## config.mk

```make
export PLATFORM = sky130hd
export DESIGN_NAME = decoupler
export DESIGN_NICKNAME = d
export VERILOG_FILES = /design/src/rtl/decoupler.sv
export SDC_FILE = /design/constraint.sdc
export NUM_CORES = 1
export LEC_CHECK = 0
export ABC_AREA = 1
export CORE_UTILIZATION = 62
export CTS_CLUSTER_SIZE = 12
export DETAILED_ROUTE_END_ITERATION = 10
export PLACE_DENSITY = 0.8
export SYNTH_ARGS = -nofsm -noshare
export SYNTH_HDL_FRONTEND = slang
export SYNTH_SLANG_ARGS = --single-unit
```

## constraint.sdc

```tcl
create_clock -name i_clk -period 5.7 [get_ports i_clk]
set_input_delay 1.425 -clock i_clk [delete_from_list [all_inputs] [get_ports i_clk]]
set_output_delay 1.425 -clock i_clk [all_outputs]
set_load 0.1 [all_outputs]
```

## src/rtl/decoupler.sv

```systemverilog
// Decoupler: buffers coupled {second, first} words in a circular FIFO and presents them as an element stream.
// Optional: DECOUPLER_TERM_COUNT_EN adds o_term_count, a wrapping count of dequeued zero elements.
module decoupler #(
   parameter int P_WIDTH = 32,
   parameter int P_DEPTH = 16
) (
   input  logic                 i_clk,
   input  logic                 i_rst_n,
   input  logic [2*P_WIDTH-1:0] i_data,
   input  logic                 i_enq,
   output logic                 o_full,
   output logic [P_WIDTH-1:0]   o_data,
   input  logic                 i_deq,
   output logic                 o_empty
`ifdef DECOUPLER_TERM_COUNT_EN
   ,
   output logic [15:0]          o_term_count
`endif
);

   localparam int A = $clog2(P_DEPTH);
   localparam logic [A:0] PTR_ONE = (A + 1)'(1);

   typedef enum logic [1:0] {IDLE, LOW, HIGH} state_t;

   logic [2*P_WIDTH-1:0] mem [P_DEPTH];
   logic [A:0]           wr_ptr, rd_ptr;
   logic                 buf_empty, buf_full, wr_en, pop;
   logic [2*P_WIDTH-1:0] rd_word, hold;
   state_t               state;

   assign buf_empty = (wr_ptr == rd_ptr);
   // Same index with opposite wrap bits means the writer is a full lap ahead.
   assign buf_full  = (wr_ptr == {~rd_ptr[A], rd_ptr[A-1:0]});
   assign o_full    = buf_full;
   assign rd_word   = mem[rd_ptr[A-1:0]];

   // A write into a full buffer is dropped even if a pop frees a slot on the same edge.
   assign wr_en = i_enq && !buf_full;

   always_comb begin
      pop = 1'b0;
      if (!buf_empty) begin
         unique case (state)
            IDLE:    pop = 1'b1;
            LOW:     pop = i_deq && (hold[P_WIDTH-1:0] == '0);
            HIGH:    pop = i_deq;
            default: pop = 1'b0;
         endcase
      end
   end

   // NOTE: storage array has no reset; the pointers alone define which entries are valid.
   always_ff @(posedge i_clk) begin
      if (wr_en) mem[wr_ptr[A-1:0]] <= i_data;
   end

   always_ff @(posedge i_clk or negedge i_rst_n) begin
      if (!i_rst_n) begin
         wr_ptr <= '0;
         rd_ptr <= '0;
      end else begin
         if (wr_en) wr_ptr <= wr_ptr + PTR_ONE;
         if (pop)   rd_ptr <= rd_ptr + PTR_ONE;
      end
   end

   always_ff @(posedge i_clk or negedge i_rst_n) begin
      if (!i_rst_n) begin
         state   <= IDLE;
         hold    <= '0;
         o_data  <= '0;
         o_empty <= 1'b1;
      end else if (pop) begin
         state   <= LOW;
         hold    <= rd_word;
         o_data  <= rd_word[P_WIDTH-1:0];
         o_empty <= 1'b0;
      end else begin
         unique case (state)
            LOW: if (i_deq) begin
               if (hold[P_WIDTH-1:0] != '0) begin
                  state  <= HIGH;
                  o_data <= hold[2*P_WIDTH-1:P_WIDTH];
               end else begin
                  state   <= IDLE;
                  o_data  <= '0;
                  o_empty <= 1'b1;
               end
            end
            HIGH: if (i_deq) begin
               state   <= IDLE;
               o_data  <= '0;
               o_empty <= 1'b1;
            end
            default: begin
               state   <= IDLE;
               o_data  <= '0;
               o_empty <= 1'b1;
            end
         endcase
      end
   end

`ifdef DECOUPLER_TERM_COUNT_EN
   always_ff @(posedge i_clk or negedge i_rst_n) begin
      if (!i_rst_n)
         o_term_count <= '0;
      else if (i_deq && !o_empty && (o_data == '0))
         o_term_count <= o_term_count + 16'd1;
   end
`endif

endmodule

```

### Yosys cells after proc, flatten, opt, wreduce, memory -nomap -nowiden

Memories as Yosys holds them, arrays and structs flattened.
Index checks and enable logic that the tools add are counted.

* memories kept: 1
* word-level logic and storage cells: 44
* bits of input ports: 68
* register bits after elaboration: 109
* output and inout port bits: 34
* RAM bits: 1024

Memories
* mem: words 16, bits a word 64, read ports 1, clocked after Yosys merged registers in 0, write ports 1, line 26 `logic [2*P_WIDTH-1:0] mem [P_DEPTH];`

* bitwise logic cells: 1
* equality and inequality tests: 7
* add/subtract/negate cells: 2
* reductions and logical operators: 8
* muxes and demuxes: 19

Operators by type and width (number)
* 2-to-1 mux 32 bit: 4
* case mux 32 bit (2 select lines): 1
* zero test 32 bit: 1
* nonzero test 32 bit: 1
* adder 5 x 1 -> 5 bit (second input constant): 2
* equality test 5 bit: 2
* inequality test 3 bit (second input constant): 3
* 2-to-1 mux 2 bit: 4
* 2-to-1 mux 1 bit: 7
* case mux 2 bit (2 select lines): 1
* case mux 1 bit (3 select lines): 1
* AND reduction 3 bit: 1
* equality test 2 x 1 -> 1 bit (second input constant): 1
* equality test 2 bit (second input constant): 1
* logical AND 1 bit: 2
* zero test 2 bit: 1
* case mux 1 bit (2 select lines): 1
* AND reduction 2 bit: 1
* zero test 1 bit: 1
* NOT 1 bit: 1

### Longest topological paths before layout

Gate-level depths: netlist of run 1.

* depth after elaboration: 6
* depth in mapped cells: 15
* gate-level depth less buffers: 12

### Worst setup path before layout of run 1

No wires, ideal clock.

* path type: input-to-reg
* start point: input i_enq
* end point: memory mem[11][0] in the netlist's numbering, enable pin
* slack: 759 ps
* data arrival time: 4454 ps
* stages: 4
* cell sequence: nand2_1 inv_1 nand2_1 nor2_1

* cells in the longest elaborated chain, start to end: 3

RTL lines
* start, declared: line 10 `input logic i_enq,`
* logical AND 1 bit: line 39 `assign wr_en = i_enq && !buf_full;`
* 2-to-1 mux 1 bit: line 55 `if (wr_en) mem[wr_ptr[A-1:0]] <= i_data;`
* 2-to-1 mux 1 bit (implied by the code): line 55
* end, declared: line 26

No other way between the ends.

### Final worst setup path of run 1

* start point: register rd_ptr[2]
* end point: output o_full

* cells in the longest elaborated chain, start to end: 1

RTL lines
* start, declared: line 27 `logic [A:0] wr_ptr, rd_ptr;`
* start signal, assigned: line 64 `if (pop) rd_ptr <= rd_ptr + PTR_ONE;`
* equality test 5 bit: line 34 `assign buf_full = (wr_ptr == {~rd_ptr[A], rd_ptr[A-1:0]});`
* end, declared: line 11 `output logic o_full,`

No other way between the ends.

==> metrics.log, run 1 <==
INFO  metric yosys.cell_types.count = 26
INFO  metric postRouteAntennaNets = 0
INFO  metric syn_to_final_growth = 10.8%
INFO  metric first_iter_violations = 3643
INFO  metric cts_hold_repair.buffers = 0
INFO  metric required = 4.28 ns
INFO  metric power.total = approximately 27 mW
INFO  metric grt_setup_unrepaired = false
INFO  metric synth_net_count = between 4000 and 5000
INFO  metric dpl_cell_area = about 49000 µm²
INFO  metric worstSetupEndpointType = primary output
INFO  metric timing.hold.worst_path_depth = 2
INFO  metric net_load_switching_power = around 10 mW
INFO  metric timing.final.hold_violations = 0
INFO  metric gr-usage-met1 = 0.401
INFO  metric num_antenna_cells = 0
INFO  metric io_buffers = slightly above 100
INFO  metric layout_common_cells = nand2_1 (1152), edfxtp_1 (1024), inv_1 (496)
INFO  metric final_layout_size_suffix_gt1_frac = 0.0501
INFO  metric remaining_drc_errors = 0
INFO  metric chipWidth = roughly 280 µm
INFO  metric tritoncts = done
INFO  metric p_per_cell_area = 520 nW/µm²
INFO  metric crit_path_start_kind = register
INFO  metric h-tree-depth = 3
INFO  metric cts.root.buffer_cell = clkbuf_16
INFO  metric ys_ff_latch = between 1000 and 1500
INFO  metric power.share.combinational = 0.351
INFO  metric worstPathMaxFanout = 40
INFO  metric run_status = complete, no violations
INFO  metric ff2ff_path_depth = 12
INFO  metric core.rowCount = 100
INFO  metric p_leak = a little over 20 nW
INFO  metric postSynthCellCount = roughly 4300
INFO  metric finalMaxSlewViolations = 0
INFO  metric cell_area_after_layout = roughly 52000 µm²
INFO  metric worst_skew_pair.late_latency = between 0.6 and 0.7 ns
INFO  metric power.switching_fraction = 0.387
INFO  metric seq_power_share = 0.397
INFO  metric die_h = approximately 280 µm
INFO  metric irDropWorstVdd = around 0.0005 V
INFO  metric synth_area_per_cell = approximately 11 µm²
INFO  metric route.detailed.vias_per_inst = 5.84
INFO  metric tns = 0 ns
INFO  metric ioPinCount = roughly 100
INFO  metric track_usage = 0.294
INFO  metric globalRouteMet3Util = 0.0490
INFO  metric cts_setup_buffers = 0
INFO  metric period_needed = 4.77 ns
INFO  metric finalWirelength = 112000 µm
INFO  metric synthesis.area = 46900 µm²
INFO  metric gp_routability_congestion = about 0.88
INFO  metric crit_arrival = about 3.3 ns
INFO  metric timing.final.setup_violations = 0
INFO  metric antenna_found_initial = 0
INFO  metric cts_max_path_buffers = 3
INFO  metric sequential_area_share_after_synthesis = 0.714
INFO  metric post-dp-hpwl = 59600 µm
INFO  metric fin_crit_sh = 0.836
INFO  metric max_freq = around 210 MHz
INFO  metric share_clk_of_total_power = 0.253
INFO  metric met2_usage = 0.470
INFO  metric design_internal_power = 16.6 mW
INFO  metric cts_made_buffers = about 110
INFO  metric worst-setup-path-type = register to primary output
INFO  metric cts.reportedPaths.clkPinSlew = around 0.060 ns
INFO  metric hp-class = register to register
INFO  metric globalRoute.totalOverflow = 0
INFO  metric mostFrequentLayoutCell = nand2_1
INFO  metric grt_start_max_net_pins = around 240
INFO  metric layout.filler_cells = slightly below 5000
INFO  metric cts.repair.resized = 0
INFO  metric first_global_vias = 30500
INFO  metric clock_sinks = approximately 1100
INFO  metric initial_utilization = 0.629
INFO  metric worstMarginPinSlew = between 1 and 1.5 ns
INFO  metric worst_slew_margin_relative_to_its_limit = 0.121
INFO  metric synthesis.yosys.warnings = 0
INFO  metric final.setup_skew = 0.0225 ns
INFO  metric gr-max-usage-layer = met2
INFO  metric dr_total_vias = between 30000 and 40000
INFO  metric nets = about 4400
INFO  metric cap_violations = 0
INFO  metric design.core.area = between 70000 and 80000 µm²
INFO  metric first_pass_iters = 6
INFO  metric post_drt_wl_per_cell = roughly 21 µm
INFO  metric grt_first_pass_wirelength = roughly 170000 µm
INFO  metric die_area = around 77000 µm²
## path summary, 6_finish.rpt
path	startpoint	to	slack, ns
worst max-delay path	rd_ptr[2]	o_full	0.93
worst min-delay path	hold[12]	hold[12]	0.47
worst max register to register	rd_ptr[2]	o_data[30]	2.06
worst min register to register	hold[12]	hold[12]	0.47
max in group asynchronous	i_rst_n	o_data[13]	3.65
min in group asynchronous	i_rst_n	o_data[21]	0.87
## cells in the mapped netlist, drive strengths merged
library cell | instances | area share
xor2 | 10 | 0.0019
inv | 503 | 0.040
nand3 | 456 | 0.049
dfstp | 1 | 0.00056
nor3 | 1 | 0.00011
ha | 5 | 0.0013
dfrtp | 108 | 0.058
clkbuf | 66 | 0.0054
o22ai | 64 | 0.0085
xnor2 | 2 | 0.00037
buf | 168 | 0.019
edfxtp | 1024 | 0.66
o21ai | 263 | 0.028
nand2 | 1154 | 0.093
o211ai | 64 | 0.010
nor2 | 362 | 0.029
## routing by layer
layer	up-vias	share of wire
met1	14900	0.38
met2	1784	0.48
met5	-	0
li1	14200	-
met3	250	0.10
met4	0	0.038
## state kept, by name, summed over array words and instances (netlist names)
name,count
o_data,32
hold,64
rd_ptr,5
o_empty,1
state,2
wr_ptr,5
mem,1024
## area by class of cell
cell class / count / area, µm² / share of cell area
repair buffers: 155 / 1500 / 0.0289
well taps: 969 / 1210 / 0.0233
flip-flops and latches: 1133 / 33500 / 0.645
clock buffers: 176 / 3160 / 0.0608
inverters: 503 / 1910 / 0.0368
clock inverters: 20 / 186 / 0.00359
multi-input cells: 2381 / 10500 / 0.202
## critical path, stage by stage (launching register included)
cell	delay (ns)
dfrtp_4	0.84
xor2_1	0.15
nor2_1	0.22
nand3_1	0.22
inv_1	0.10
clkdlybuf4s50_1	1.13
## through the flow
stage                     cells  hold WS, ns  worst slack [ns]  utilization
final                      5337        0.475             0.933        0.697
after global routing       5337        0.489             0.904        0.697
after floorplan            4251        0.443             0.759            -
after CTS                  5337        0.474             0.968        0.697
after global placement     5141        0.454              1.62        0.652
after detailed placement   5141        0.459              1.60        0.652
## power groups by stage
stage               combinational [mW]  sequential (mW)  clock [mW]
floorplan                         5.94             11.4           0
global placement                  9.00             10.8           0
detailed placement                9.21             10.9           0
CTS                               9.35             10.7        6.87
global route                      10.3             10.8        7.18
finish                            9.48             10.7        6.83
## cells by family after synthesis
kind of cell | share of synthesized area
AOI/OAI and AO/OA | 0.0469
xor gates and xnor gates | 0.00224
adders and majority gates | 0.00133
buffers and inverters | 0.0651
DFF | 0.714
and+or+nand+nor | 0.170
Note: power is estimated with default switching activity, not from simulation.
==> run 2, diff against run 1 <==
- CORE_UTILIZATION: 62 -> 56
- PLACE_DENSITY: 0.8 -> 0.76
- clock period: 5.7 -> 4.2 ns (I/O delays scaled with it)
==> run 2 against run 1 <==
Net effect: cell count increased by 1.9%; global-route usage decreased by 2.4 points; flip-flop and latch count unchanged.
==> metrics.log, run 2 (synthesized netlist as in run 1, its figures left out) <==
INFO  metric power.total = 36.8 mW (+36%)
INFO  metric cell_area_after_layout = 52300 µm² (+0.60%)
INFO  metric place_worst_setup_slack = 0.818 ns (-0.778 ns)
INFO  metric remaining_drc_errors = 0 (unchanged)
INFO  metric cts_max_path_buffers = 3 (unchanged)
INFO  metric slowest_stage = clkdlybuf4s50_1
INFO  metric timing.final.setup_violations = 0 (unchanged)
INFO  metric core.rowCount = 105 (+5.0%)
INFO  metric h-tree-depth = 3 (unchanged)
INFO  metric initial_utilization = 0.568 (-0.0604)
INFO  metric tritoncts = done
INFO  metric ioPinCount = 102 (unchanged)
INFO  metric dpl_cell_area = 49000 µm² (+0.74%)
INFO  metric post-dp-hpwl = 64200 µm (+7.7%)
INFO  metric syn_to_final_growth = 11.5%
INFO  metric crit_path_start_kind = register
INFO  metric p_leak = 20.8 nW (+0.38%)
INFO  metric route.detailed.vias_per_inst = 5.69 (-2.6%)
INFO  metric critPathMaxStageDelay = 1.20 ns (+0.07 ns)
INFO  metric timing.final.hold_violations = 0 (unchanged)
INFO  metric cap_violations = 0 (unchanged)
INFO  metric layout_common_cells = nand2_1 (1152), edfxtp_1 (1024), inv_1 (496)
INFO  metric finalMaxSlewViolations = 0 (unchanged)
INFO  metric first_iter_violations = 3669 (+0.71%)
INFO  metric mostFrequentLayoutCell = nand2_1
INFO  metric worst-setup-path-type = register to primary output
INFO  metric r2r_end = mem[4][13]
INFO  metric finalWirelength = 114000 µm (+1.8%)
INFO  metric final.hold.worst_slack = 0.416 ns (-0.0584 ns)
INFO  metric run_status = complete, no violations
INFO  metric fin_crit_sh = 0.816
INFO  metric crit_arrival = 2.38 ns (-0.96 ns)
INFO  metric dr_total_vias = 31000 (-0.67%)
INFO  metric postRouteAntennaNets = 0 (unchanged)
INFO  metric period_needed = between 3 and 4 ns
INFO  metric grt_start_max_net_pins = 194 (-18%)
INFO  metric worstPathBufferInverterCount = 1 (-1)
INFO  metric first_global_vias = 30000 (-1.5%)
INFO  metric globalRoute.totalOverflow = 0 (unchanged)
INFO  metric worst_slack = 0.771 ns (-0.162 ns)
INFO  metric worstSetupEndpointType = primary output
INFO  metric timing.critical_path.max_delay_family = buffers and inverters
INFO  metric final_layout_size_suffix_gt1_frac = 0.0526 (+0.00248)
INFO  metric regToRegStartpoint = rd_ptr[0]
INFO  metric cts_made_buffers = 111 (unchanged)
INFO  metric largest_reg_flops = 1024 (unchanged)
INFO  metric design.core.area = 82500 µm² (+11%)
INFO  metric gp_routability_congestion = 0.855 (-2.7%)
INFO  metric first_pass_iters = 6 (unchanged)
INFO  metric worstMarginPinSlew = 1.22 ns (-0.0972 ns)
INFO  metric final_core_util = 0.633 (-0.0632)
INFO  metric irDropWorstVdd = 0.000716 V (+39%)
INFO  metric post_drt_wl_per_cell = 20.9 µm (-0.18%)
INFO  metric grt_setup_unrepaired = false
INFO  metric final.setup_skew = 0.0183 ns (-0.00420 ns)
INFO  metric ff2ff_path_depth = 8 (-4)
INFO  metric worst_skew_pair.late_latency = 0.69 ns (+0.02 ns)
INFO  metric p_per_cell_area = 704 nW/µm² (+35%)
INFO  metric antenna_found_initial = 2 (+2)
INFO  metric num_antenna_cells = 0 (unchanged)
INFO  metric clock_sinks = 1133 (unchanged)
INFO  metric die_area = 84900 µm² (+11%)
INFO  metric io_buffers = 101 (unchanged)
INFO  metric cts.root.buffer_cell = clkbuf_16
INFO  metric required = 3.15 ns (-1.13 ns)
INFO  metric hp-class = input port to async pin
INFO  metric chipWidth = 291 µm (+5.2%)
INFO  metric grt_first_pass_wirelength = 174000 µm (+0.88%)
INFO  metric worstPathMaxFanout = 2 (-95%)
INFO  metric ordered_cell_list_for_the_critical_path = clkdlybuf4s50_1
INFO  metric die_h = 291 µm (+5.2%)
INFO  metric track_usage = 0.269 (-0.0244)
INFO  metric worst-r2r-setup-slack = 1.22 ns (-0.84 ns)
INFO  metric cts_setup_buffers = 0 (unchanged)
INFO  metric cts.repair.resized = 0 (unchanged)
INFO  metric nets = 4368 (+0.23%)
INFO  metric cts.reportedPaths.clkPinSlew = 0.06 ns (about the same)
INFO  metric worst_slew_margin_relative_to_its_limit = 0.186 (+0.0649)
INFO  metric cts_hold_repair.buffers = 0 (unchanged)
INFO  metric max_freq = a little under 300 MHz
run 2: changes by cell type in the layout (fill, tap and decap cells not counted), sizes merged:
cell | before | now
inv | 502 | 504
clkdlybuf4s50 | 100 | 99
clkinv | 17 | 19
buf | 55 | 66
clkbuf | 176 | 166
bufinv | 3 | 2
run 2: worst max-delay path by stage:
stage                    from    endpoint  slack, ns  depth (start not counted)
floorplan               i_enq  mem[11][0]      -0.37                          4
global placement        i_enq  mem[4][13]       0.83                          6
detailed placement      i_enq   mem[4][9]       0.82                          6
CTS                 rd_ptr[0]      o_full       0.77                          5
global route        rd_ptr[0]      o_full       0.74                          5
finish              o_data[2]   o_data[2]       0.77                          1
run 2: area by class of cell:
cell class | count | area [µm²]
Inverter | 503 | 1910
Tap cell | 1070 | 1340
Multi-Input combinational cell | 2381 | 10500
Sequential cell | 1133 | 33500
Fill cell | 6026 | 30200
Clock buffer | 166 | 3080
Clock inverter | 23 | 218
Timing Repair Buffer | 165 | 1740
run 2: layer usage:
| layer | global-route usage | up-vias | part of all wire |
|---|---|---|---|
| li1 | - | 14300 | - |
| met1 | 0.378 | 14800 | 0.40 |
| met2 | 0.414 | 1664 | 0.46 |
| met3 | 0.0552 | 228 | 0.11 |
| met4 | 0.109 | 2 | 0.036 |
| met5 | 0 | - | 0.00011 |
run 2: report_power, final:
group | leakage [nW] | switching (mW) | internal [mW]
clock network | 1.59 | 4.06 | 5.15
registers | 10.6 | 0.647 | 13.9
logic | 8.56 | 9.65 | 3.40
run 2: metrics by stage:
step / setup TNS (ns) / instances
2_1_floorplan: -290.97 / 4251
3_3_place_gp: 0 / 5252
3_5_place_dp: 0 / 5252
4_1_cts: 0 / 5441
5_1_grt: 0 / 5441
6_report: 0 / 5441
